===== src/rtl/cla_lfsr_tester.sv =====
// cla_lfsr_tester: LFSR-driven BIST stage that drives a 16-bit CLA add/sub and
// checks its sum/cout against a behavioural result, counting vectors and errors.
module cla_lfsr_tester #(
   parameter logic [15:0] DEF_SEED = 16'hACE1,
   parameter logic [15:0] POLY     = 16'hB400
) (
   input  logic        clk,
   input  logic        rst_n,
   input  logic        start,
   input  logic [15:0] seed,
   input  logic [15:0] num_vec,
   output logic [15:0] ain,
   output logic [15:0] bin,
   output logic        cin,
   output logic        sub,
   input  logic [15:0] sum_in,
   input  logic        cout_in,
   output logic        busy,
   output logic        done,
   output logic        pass,
   output logic [15:0] vec_cnt,
   output logic [15:0] err_cnt
);
   typedef enum logic [2:0] {IDLE, GEN_A, GEN_B, WAIT, CHECK, DONE} state_t;
   state_t state, state_nxt;
   logic [15:0] lfsr, lfsr_step, num_lat;
   logic [16:0] exp_val;
   logic last, mismatch;
   always_comb begin
      lfsr_step = {1'b0, lfsr[15:1]} ^ (lfsr[0] ? POLY : 16'h0);
      exp_val   = sub ? {1'b0, ain} + {1'b0, ~bin} + 17'd1
                      : {1'b0, ain} + {1'b0, bin} + {16'd0, cin};
      mismatch  = {cout_in, sum_in} != exp_val;
      last      = (vec_cnt + 16'd1) == num_lat;
   end
   always_comb begin
      state_nxt = state;
      case (state)
         IDLE, DONE: if (start) state_nxt = (num_vec != 16'h0) ? GEN_A : DONE;
         GEN_A:      state_nxt = GEN_B;
         GEN_B:      state_nxt = WAIT;
         WAIT:       state_nxt = CHECK;
         CHECK:      state_nxt = last ? DONE : GEN_A;
         default:    state_nxt = IDLE;
      endcase
   end
   always_ff @(posedge clk or negedge rst_n)
      if (!rst_n) state <= IDLE;
      else        state <= state_nxt;
   always_ff @(posedge clk or negedge rst_n) begin
      if (!rst_n) begin
         lfsr    <= DEF_SEED;
         num_lat <= 16'h0;
         ain     <= 16'h0;
         bin     <= 16'h0;
         cin     <= 1'b0;
         sub     <= 1'b0;
         busy    <= 1'b0;
         done    <= 1'b0;
         vec_cnt <= 16'h0;
         err_cnt <= 16'h0;
      end else begin
         case (state)
            IDLE, DONE: if (start) begin
               lfsr    <= (seed == 16'h0) ? DEF_SEED : seed;
               num_lat <= num_vec;
               vec_cnt <= 16'h0;
               err_cnt <= 16'h0;
               busy    <= num_vec != 16'h0;
               done    <= num_vec == 16'h0;
            end
            GEN_A: begin
               ain  <= lfsr;
               lfsr <= lfsr_step;
            end
            GEN_B: begin
               bin  <= lfsr;
               sub  <= lfsr[15];
               cin  <= lfsr[14];
               lfsr <= lfsr_step;
            end
            CHECK: begin
               vec_cnt <= vec_cnt + 16'd1;
               if (mismatch && err_cnt != 16'hFFFF) err_cnt <= err_cnt + 16'd1;
               if (last) begin
                  busy <= 1'b0;
                  done <= 1'b1;
               end
            end
            default: ;
         endcase
      end
   end
   assign pass = done & (err_cnt == 16'h0);
endmodule


===== config.mk =====
export PLATFORM = sky130hd
export DESIGN_NAME = cla_lfsr_tester
export DESIGN_NICKNAME = d
export VERILOG_FILES = /design/src/rtl/cla_lfsr_tester.sv
export SDC_FILE = /design/constraint.sdc
export NUM_CORES = 1
export LEC_CHECK = 0
export CELL_PAD_IN_SITES_DETAIL_PLACEMENT = 0
export CELL_PAD_IN_SITES_GLOBAL_PLACEMENT = 1
export CORE_MARGIN = 8
export CORE_UTILIZATION = 40
export DETAILED_ROUTE_END_ITERATION = 12
export GPL_TIMING_DRIVEN = 0
export HOLD_SLACK_MARGIN = 0.12
export PLACE_DENSITY_LB_ADDON = 0.1
export RECOVER_POWER = 25
export SLEW_MARGIN = 25
export SYNTH_ARGS = -nofsm -noshare
export SYNTH_HDL_FRONTEND = slang
export SYNTH_SLANG_ARGS = --single-unit

===== constraint.sdc =====
create_clock -name clk -period 4.3 [get_ports clk]
set_input_delay 0.86 -clock clk [delete_from_list [all_inputs] [get_ports clk]]
set_output_delay 0.86 -clock clk [all_outputs]
set_load 0.005 [all_outputs]

Word-level counts from Yosys, hierarchy flattened
Index checks and enable logic that the tools add are counted.
- flip-flop bits (word level): 103
- input bits: 52
- output and inout bits: 69
- logic and storage cells: 65
- add/subtract/negate cells: 6
- eq/ne operators: 11
- mux-type cells: 19
- bitwise operators: 3
- reduce and logical (&&, ||, !) cells: 15
- operators by type and width (kind ; count):
    $pmux W16 S2 ; 3
    $mux W16 ; 5
    $logic_not A16 Y1 ; 3
    $add A16 B16 Y17 ; 2
    $add A16 B1 Y16 const B ; 2
    $add A17 B1 Y17 ; 1
    $add A17 B1 Y17 const B ; 1
    $mux W17 ; 1
    $ne A17 B17 Y1 ; 1
    $eq A16 B16 Y1 ; 1
    $ne A16 B16 Y1 const B ; 1
    $not A16 Y16 ; 1
    $reduce_bool A16 Y1 ; 1
    $xor A15 B16 Y16 ; 1
    $pmux W3 S5 ; 1
    $mux W3 ; 3
    $eq A3 B2 Y1 const B ; 2
    $eq A3 B3 Y1 const B ; 2
    $ne A2 B2 Y1 const B ; 3
    $reduce_and A2 Y1 ; 3
    $reduce_and A3 Y1 ; 2
    $mux W1 ; 4
    $pmux W1 S2 ; 2
    $reduce_bool A2 Y1 ; 2
    5 further kinds ; 6

Depth between registers and ports, before layout
Gate-level depths: netlist of run 1.
- word-level depth: 8
- mapped depth: 14
- gate-level depth less buffers: 13

Least setup slack after synthesis of run 1
Ideal clock, no wire load.
- path type: reg2reg
- start: register ain[0]
- end: register err_cnt[1]
- setup time: 0.128 ns
- arrival time: 3.226 ns
- required time: 4.172 ns
- slack: 0.947 ns
- stages on the path, launching flop included: 14
- path buffers: 0
- period minus slack after synthesis: 3.353 ns
- cell sequence: dfrtp_1 > inv_1 > ha_1 > fa_1 > and2b_1 > o2111ai_1 > a2111oi_0 > o31ai_1 > a21boi_2 > xnor2_1 > nor4b_2 > nand4_2 > nand2_1 > mux2_1
- cells in the longest elaborated chain, start to end: 7
- elaborated cells between the ends (all ways): 9
- classes of those cells: add/sub (4); eq/ne (2); mux (1); reduce/logical (2)
- ends and longest elaborated chain (item ; line ; RTL):
    start, declared ; 12 ; output logic [15:0] ain,
    start signal, assigned ; 73 ; ain <= lfsr;
    $add A16 B16 Y17, on equally long branches ; 32, 31 ;
    $add A17 B1 Y17, on equally long branches ; 32, 31 ;
    $mux W17 * ; 31 ; exp_val = sub ? {1'b0, ain} + {1'b0, ~bin} + 17'd1
    $ne A17 B17 Y1 * ; 33 ; mismatch = {cout_in, sum_in} != exp_val;
    $logic_and A1 B1 Y1 * ; 84 ; if (mismatch && err_cnt != 16'hFFFF) err_cnt <= err_cnt + 16'd1;
    $ne A2 B2 Y1 (no line) * ; n/a ;
    $reduce_and A3 Y1 (no line) * ; n/a ;
    end signal, assigned ; 84 ;
    end, declared ; 22 ; output logic [15:0] err_cnt
Every way passes the cells marked *; elsewhere a longest branch is shown, timed or not.
A chain may end at the register's enable or synchronous reset.

Final worst setup path of run 1
Same ends and word-level chain as after synthesis.

==> results of run 1 <==
## layer usage
metal / GRT usage / share of wire
met5: 0 / 0
met4: 0.0495 / 0.010
met3: 0.0332 / 0.052
met1: 0.287 / 0.50
met2: 0.299 / 0.44
## layout make-up
cell class	instances	share of cell area
clock buffers	12	0.0308
repair buffers	121	0.139
plain buffers	40	0.0212
multi-input cells	627	0.465
clock inverters	4	0.00332
inverters	37	0.0160
flip-flops and latches	101	0.293
well taps	225	0.0325
## metrics by stage
step | instances | power [W] | util
global route | 1167 | 0.00699 | 0.508
global placement | 1150 | 0.00555 | 0.491
finish | 1167 | 0.00644 | 0.508
detailed placement | 1151 | 0.00562 | 0.492
CTS | 1167 | 0.00647 | 0.510
floorplan | 805 | 0.00426 | -
## critical path, stage by stage (launching register included)
cell       delay [ns]
dfrtp_1          0.39
inv_1            0.09
ha_1             0.23
fa_1             0.40
and2b_1          0.23
o2111ai_1        0.24
a2111oi_1        0.63
o21ai_0          0.28
a21o_1           0.24
a211oi_1         0.27
nand4_2          0.26
nand2_1          0.21
mux2_1           0.34
## cells by family after synthesis
family / count (synthesis)
AO/OA/AOI/OAI: 175
XOR/XNOR: 58
adder cells (fa/ha/maj): 37
buffers and inverters: 77
flip-flops: 101
multiplexers: 39
AND/OR/NAND/NOR: 318
## timing repair
item                                   4_1_cts  5_1_grt
gates resized for setup                      0        1
endpoints found under the hold margin        0        0
setup endpoints to repair                    0        9
buffers inserted                             0        0
## state kept, by name (all words and copies together), names as in the netlist
register  cells
num_lat      16
vec_cnt      16
lfsr         16
ain          16
done          1
state         3
bin          16
busy          1
err_cnt      16
## power by group through the flow
stage / sequential [W] / clock (W) / combinational [W]
floorplan: 0.00161 / 0 / 0.00265
global placement: 0.00174 / 0 / 0.00381
detailed placement: 0.00176 / 0 / 0.00386
CTS: 0.00174 / 0.000837 / 0.00389
global route: 0.00179 / 0.000865 / 0.00433
finish: 0.00174 / 0.000811 / 0.00389
## synthesized netlist by cell type, types with 12 or more instances
| cell | number | area, sq um |
|---|---|---|
| nand2_1 | 149 | 559 |
| nand3_1 | 22 | 110 |
| ha_1 | 34 | 425 |
| xnor2_1 | 40 | 350 |
| mux2i_1 | 23 | 230 |
| nor2_1 | 40 | 150 |
| nor4_1 | 21 | 131 |
| xor2_1 | 18 | 158 |
| dfrtp_1 | 93 | 2330 |
| inv_1 | 36 | 135 |
| nor2b_1 | 12 | 75.1 |
| o21ai_0 | 80 | 400 |
| and3_1 | 17 | 106 |
| a21oi_1 | 29 | 145 |
| mux2_2 | 15 | 169 |
| clkbuf_1 | 28 | 105 |
## how the worst min path moves through the flow
stage	endpoint	slack, ns	depth (start not counted)
after floorplan	num_lat[0]	0.47	2
after global placement	num_lat[4]	0.49	2
after detailed placement	num_lat[7]	0.49	2
after CTS	lfsr[4]	0.40	1
after global routing	num_lat[3]	0.54	2
final	lfsr[7]	0.50	2
==> summary.txt, run 1 <==
Outcome
  • Outcome: complete, but fails checks
  • Failing checks: capacitance limit, slew limit

Critical path
  • Critical Path Sink Type: flop
  • Reg-to-Reg Start: ain[0]
  • Startpoint types: flop
  • Worst Reg-to-Reg Cells: 12
  • Reg2reg setup slack: between 0.3 and 0.4 ns
  • CP arrival: 4.15 ns
  • R2R Path End: err_cnt[1]
  • Critical path endpoint: err_cnt[1]
  • Critical path class: flop to flop
  • CP required: 4.53 ns
  • CP startpoint: ain[0]
  • Peak fanout along the critical path: 6

Route
  • 1st-iter DRT viols: 444
  • DRC: 0
  • WL/cell: roughly 18 microns
  • Via count: between 6000 and 7000
  • Via/cell ratio: roughly 5.4
  • Final Routed Wirelength: 21300 microns
  • ANT nets after route: 0
  • First-pass DRT Iterations: 5

Floorplanning
  • Die H: around 150 microns
  • Core area: 17100 sq um
  • Placement Rows: 48
  • Die ar.: about 22000 sq um
  • Initial Util: 0.404
  • I/O pin cnt: 121
  • Die X: ~150 microns

Logic synthesis
  • Largest family of logic cells by synthesized area: simple AND/OR/NAND/NOR gates
  • Syn Inst Count: 805
  • Multiplexer area fraction after synthesis: 0.0596
  • Post-Synth Adder-Cell Area: 0.0705
  • Most used flip-flop cell after synthesis: dfrtp_1
  • Synthesized cell area: 6890 sq um
  • Synth Register Bits: ~100
  • EDFF count, synth: 0
  • Post-synthesis net count: ~900
  • Compound-Gate Fraction of Synth Area: 0.154
  • Seq/Total Area, Yosys: 0.369
  • FFs w/ async S/R, synth: 1.00
  • Xor/xnor share of the synthesized area: 0.0738
  • Mean Syn Cell Area: around 8.6 sq um
  • Yosys warnings: 0
  • Post-synth cell types: 67
  • Synth Area in Simple Gates: 0.227

GRT
  • Initial antenna violation count: 0
  • Largest net degree at the start of global routing: 70
  • Total track usage: 0.198
  • Congestion Overflow GR: 0
  • Vias in the first global route: around 6300
  • First-pass GRT wire length: approximately 35000 microns

Final layout
  • Post-route cell area: a little under 9000 sq um
  • Layout cells sized above 1: 0.0743
  • Layout area overhead: 25.8%
  • # fillers: 1693
  • Area of the multi-input gates: 4030 sq um
  • Layout Nets: roughly 1000
  • N_diodes: 0
  • Register area: about 2500 sq um
  • Commonest cells after routing, fill and taps aside: nand2_1 (149), clkdlybuf4s50_1 (119), dfrtp_1 (93)
  • Leading cell type in the layout, fill and taps excluded: nand2_1

Clock network
  • Post-cts hold buffer count: 0
  • Max Root-Sink Buffers: 2
  • Clk slew on worst S/H paths: ~0.070 ns
  • CTS buffer count: 9
  • Worst-skew pair later-pin latency: 0.35 ns
  • CTS HTree Levels: 3
  • CTS root buf: clkbuf_16
  • CTS tree: built
  • Clk sink count: ~100

Power
  • Gate power share: 0.604
  • Share of power burned in registers: 0.270
  • Worst vdd ir: 0.328 mV
  • Internal power component: 0.00346 W
  • Clock share of power: 0.126
  • Leak pwr: 3.73 nW
  • P_sw: 0.00297 W
  • Power per cell area: about 740 nW/um^2
  • Switching share of power: 0.462

Timing
  • Tmin final: just under 4 ns
  • Worst slew pin tran: approximately 1.8 ns
  • Pins over their slew limit: between 100 and 150
  • Final worst slack: 0.382 ns
  • Final Hold Fails: 0
  • Worst hold slack: 0.504 ns
  • Unrepaired setup endpoints after global routing: false
  • Final setup fails: 0
  • Slew Limit Headroom: -0.181
  • Max Clock Skew: between 0.007 and 0.008 ns
  • Achievable frequency: roughly 260 MHz
  • Crit share post-route: 0.911
  • Fin Setup TNS: 0 ns

Placed design
  • Detailed placement HPWL: approximately 17000 microns
  • Cell Area, Placed: about 8400 sq um
  • GPL Wtd Cong: ~0.86
  • DP Worst Slack: between 0.2 and 0.25 ns
  • PortBufs: 120

Worst hold path
  • Min-delay src: lfsr[7]
  • Min-Delay Path Class: flop to flop

Job
  • Max-cap viol count: 2
Note: power is estimated with default switching activity, not from simulation.
==> inputs of run 2 (changes only) <==
CTS_BUF_LIST = sky130_fd_sc_hd__clkbuf_8 sky130_fd_sc_hd__clkbuf_16   (was not set)
TNS_END_PERCENT = 20   (was not set)
==> results of run 2 <==
Final layout, timing and power as in run 1 (identical DEF).
